==> config.mk <==
export PLATFORM = sky130hd
export DESIGN_NAME = vending_credit_ctrl
export DESIGN_NICKNAME = d
export VERILOG_FILES = /design/src/rtl/vending_credit_ctrl.sv
export SDC_FILE = /design/constraint.sdc
export NUM_CORES = 1
export LEC_CHECK = 0
export CAP_MARGIN = 20
export CORE_UTILIZATION = 46
export DETAILED_ROUTE_END_ITERATION = 16
export PLACE_DENSITY = 0.74
export SYNTH_ARGS = -nofsm -noshare
export SYNTH_HDL_FRONTEND = slang
export SYNTH_SLANG_ARGS = --single-unit
==> constraint.sdc <==
create_clock -name clk -period 2.88 [get_ports clk]
set_input_delay 0.576 -clock clk [delete_from_list [all_inputs] [get_ports clk]]
set_output_delay 0.576 -clock clk [all_outputs]
set_load 0.02 [all_outputs]
==> src/rtl/vending_credit_ctrl.sv <==
// vending_credit_ctrl: coin credit accumulation, dispense sequencing and quarter-by-quarter change return.
// Optional idle refund timeout enabled by defining VEND_TIMEOUT_EN.
module vending_credit_ctrl #(
  parameter int PRICE_Q      = 3,
  parameter int MAX_CREDIT_Q = 12,
  parameter int CREDIT_W     = 4,
  parameter int TIMEOUT_CYC  = 255
) (
  input  logic                clk,
  input  logic                rst,
  input  logic                Q_in,
  input  logic                D_in,
  input  logic                cancel,
  output logic                dispense,
  input  logic                dispense_ack,
  output logic                change,
  input  logic                change_ack,
  output logic                coin_reject,
  output logic [CREDIT_W-1:0] credit,
  output logic                busy
);
  typedef enum logic [1:0] {IDLE, COLLECT, DISPENSE, CHANGE} state_t;
  state_t state;
  logic [CREDIT_W:0] add, sum;
  logic coin, fits, take;
  if (PRICE_Q < 1 || PRICE_Q > MAX_CREDIT_Q || TIMEOUT_CYC < 1) begin : g_bad_params
    $error("vending_credit_ctrl: illegal parameter set");
  end
  // sum is one bit wider than credit so an over-limit add cannot wrap
  assign add  = {{(CREDIT_W-2){1'b0}}, D_in, 1'b0, Q_in};
  assign sum  = {1'b0, credit} + add;
  assign coin = Q_in | D_in;
  assign fits = sum <= (CREDIT_W+1)'(MAX_CREDIT_Q);
  assign take = coin && fits && !(state == COLLECT && cancel);
`ifdef VEND_TIMEOUT_EN
  localparam int CNT_W = $clog2(TIMEOUT_CYC + 1);
  logic [CNT_W-1:0] cnt;
  logic expire;
  assign expire = state == COLLECT && cnt == CNT_W'(TIMEOUT_CYC - 1) && !take;
`endif
  always_ff @(posedge clk) begin
    if (rst) begin
      state       <= IDLE;
      credit      <= '0;
      dispense    <= 1'b0;
      change      <= 1'b0;
      coin_reject <= 1'b0;
      busy        <= 1'b0;
`ifdef VEND_TIMEOUT_EN
      cnt         <= '0;
`endif
    end else begin
      coin_reject <= 1'b0;
`ifdef VEND_TIMEOUT_EN
      cnt <= (state == COLLECT && !take) ? cnt + 1'b1 : '0;
`endif
      case (state)
        IDLE, COLLECT: begin
          if (state == COLLECT && cancel) begin
            state       <= CHANGE;
            change      <= 1'b1;
            busy        <= 1'b1;
            coin_reject <= coin;
          end else if (coin && !fits) begin
            coin_reject <= 1'b1;
          end else if (coin && sum >= (CREDIT_W+1)'(PRICE_Q)) begin
            credit   <= CREDIT_W'(sum - (CREDIT_W+1)'(PRICE_Q));
            dispense <= 1'b1;
            busy     <= 1'b1;
            state    <= DISPENSE;
          end else if (coin) begin
            credit <= sum[CREDIT_W-1:0];
            state  <= COLLECT;
          end
`ifdef VEND_TIMEOUT_EN
          else if (expire) begin
            state  <= CHANGE;
            change <= 1'b1;
            busy   <= 1'b1;
          end
`endif
        end
        DISPENSE: begin
          coin_reject <= coin;
          if (dispense_ack) begin
            dispense <= 1'b0;
            change   <= credit != '0;
            busy     <= credit != '0;
            state    <= (credit != '0) ? CHANGE : IDLE;
          end
        end
        default: begin
          coin_reject <= coin;
          if (change_ack) begin
            credit <= credit - 1'b1;
            if (credit == CREDIT_W'(1)) begin
              change <= 1'b0;
              busy   <= 1'b0;
              state  <= IDLE;
            end
          end
        end
      endcase
    end
  end
endmodule
==> qor.csv <==
metric;value;unit
status;finished clean;
drive_above_1_share;18.1;%
clk_latency;0.26;ns
p_leak;0.476;nW
tritoncts;yes;
route.vias.total;914;
synth_top_area_cell;dfxtp_1;
synthTopCellsByArea;dfxtp_1 23%, ha_1 11%, a21oi_1 6.2%;
insertedDiodeCount;0;
finalCriticalPeriod;2.55;ns
regArea;200;um^2
hp-class;reg -> reg;
path_max_fanout;6;
setup_viol;0;
route.detailed.drc;0;
relSlewSlack;69.0;%
cts_buffers;3;
clock_sinks;10;
finalPower;1.19;mW
hold_start;busy;
timing.fmax;393;MHz
core_area;1760;um^2
die_h;45.8;um
ys_warn_count;0;
dpl.hpwl;1660;um
gp_congestion;0.845;
pre_cts_slack;-0.295;ns
ioPinCount;15;
ff2ff_setup_slack;0.35;ns
worst_setup_path_end_kind;register;
worst_slew_pin_slew;0.464;ns
areaGrowthSynthToFinish;32.5;%
grt_pass1_wl;3560;um
setup_total_negative_slack;0;ns
wl_per_cell;13.3;um
ir_drop;0.648;mV
via_per_inst;5.61;
syn_area;882;um^2
die_x;45.8;um
setup_ws;0.335;ns
htree_levels;1;
port_buffers;14;
synth_edf_count;0;
grt_overflow;0;
synth-seq-cells;10;
worstSetupPathType;in -> reg;
r2r_end;credit[0];
clock_skew;0.00278;ns
grt_pass1_vias;816;
syn_area_per_cell;7.81;um^2
synth-seq-area-share;22.7;%
rsz0062_at_grt;no;
startpoint_type;primary input;
netlist_instances;113;
maxSlewViolCount;0;
antenna_found_initial;0;
required;3.06;ns
cts_hold_buf;0;
die_area;2100;um^2
grt_use_total;23.6;%
cap_viol_max_count;0;
rows;15;
cts_max_path_buffers;2;
ant_nets;0;
fin_util;66.2;%
hold-path-cell-count;2;
hold_viol;0;
grt_max_degree;16;
power.density;1010;nW/um^2
cp.arrival;2.73;ns
rr_worst_depth;9;
wl;2170;um
clk_pin_slew;0.06;ns
async_reset_ff_share;0;%
synth_fp_nets;128;
first_iter_violations;30;
whs_endpoint;busy;
synth_top_area_share;22.7;%
yosysUniqueCellTypes;44;
multiInputGateArea;648;um^2
dr.pass1.iters;5;
root_buffer;clkbuf_4;
fillers;166;
period_share;88.4;%
floorplan.initialDensity;50.0;%
synthFlopType;dfxtp_1;
num-nets-final;155;
r2r-start;credit[0];
-- worst max-delay path by stage --
stage	startpoint	endpoint	slack, ns	cells past startpoint
finish	D_in	credit[0]	0.33	8
global route	D_in	credit[0]	0.16	8
CTS	Q_in	credit[1]	0.02	9
detailed placement	Q_in	credit[0]	-0.30	9
global placement	Q_in	credit[0]	-0.22	9
floorplan	Q_in	credit[0]	0.17	8
-- through the flow --
stage	area (um^2)	std cells	hold slack (ns)
floorplan	882	113	0.576
global placement	1130	160	0.498
detailed placement	1130	160	0.498
CTS	1160	163	0.510
global route	1170	163	0.534
finish	1170	163	0.507
-- cell families (layout without fill, tap and decap cells) --
kind of cell	count (synthesis)	after routing	share of synthesized area [%]
AO/OA/AOI/OAI	37	37	27.7
XOR/XNOR	3	3	2.98
flip-flops	10	10	22.7
buffers and inverters	11	36	5.82
multiplexers	1	1	1.13
AND/OR/NAND/NOR	43	43	28.4
adder cells (fa/ha/maj)	8	8	11.3
-- power by group --
group | leakage, nW | internal, mW | switching [mW]
sequential | 0.0828 | 0.197 | 0.0950
clock | 0.0138 | 0.0481 | 0.0440
combinational | 0.380 | 0.409 | 0.392
-- area by class of cell --
type                            count  share of cell area [%]
Sequential cell                    10                    17.1
Multi-Input combinational cell     92                    55.5
Clock buffer                        3                    1.93
Timing Repair Buffer               28                    21.2
Tap cell                           25                    2.68
Inverter                            5                    1.61
-- synthesized netlist by cell type, drive strengths merged (2+ instances only) --
library cell / count
and2: 2
clkbuf: 2
nor2: 7
nor3b: 2
dfxtp: 10
nor3: 7
a31oi: 3
ha: 8
buf: 4
inv: 5
nand2: 8
a211oi: 2
nor2b: 3
and3b: 2
nand3: 3
o21bai: 2
a21oi: 11
nor4bb: 2
o21ai: 8
xor2: 2
a21o: 2
-- flip-flops by register name, indices dropped and copies added, names as in the netlist --
register	cells
coin_reject	1
credit	4
state	2
dispense	1
busy	1
change	1
-- worst max-delay path, stage by stage --
cell	delay (ns)
clkdlybuf4s50_1	0.43
ha_1	0.37
a21boi_0	0.15
o21ai_0	0.32
nand3_2	0.13
o21a_2	0.24
or3_1	0.35
a31oi_1	0.16
-- what timing repair did --
action / 4_1_cts / 5_1_grt
pin swaps: 1 / 2
resized for setup: 1 / 4
endpoints found under the setup margin: 2 / 4
buffers inserted: 0 / 0
-- per-layer routing --
| layer | global-route usage [%] | wire, um | up-vias |
|---|---|---|---|
| met1 | 32.5 | 1060 | 418 |
| met3 | 6.75 | 80 | 4 |
| met5 | 0 | 0 | - |
| met4 | 3.53 | 14 | 0 |
| li1 | - | - | 469 |
| met2 | 37.1 | 1010 | 23 |
-- layout by cell type (no fill, tap or decap), types with 3 or more instances in the layout --
cell / n
a21oi_1: 11
a31oi_1: 3
buf_4: 14
clkbuf_4: 3
clkdlybuf4s50_1: 13
dfxtp_1: 10
ha_1: 5
inv_1: 5
nand2_1: 8
nor2_1: 7
nor2b_1: 3
nor3_1: 6
o21ai_0: 7
(Power assumes the default switching activity.)
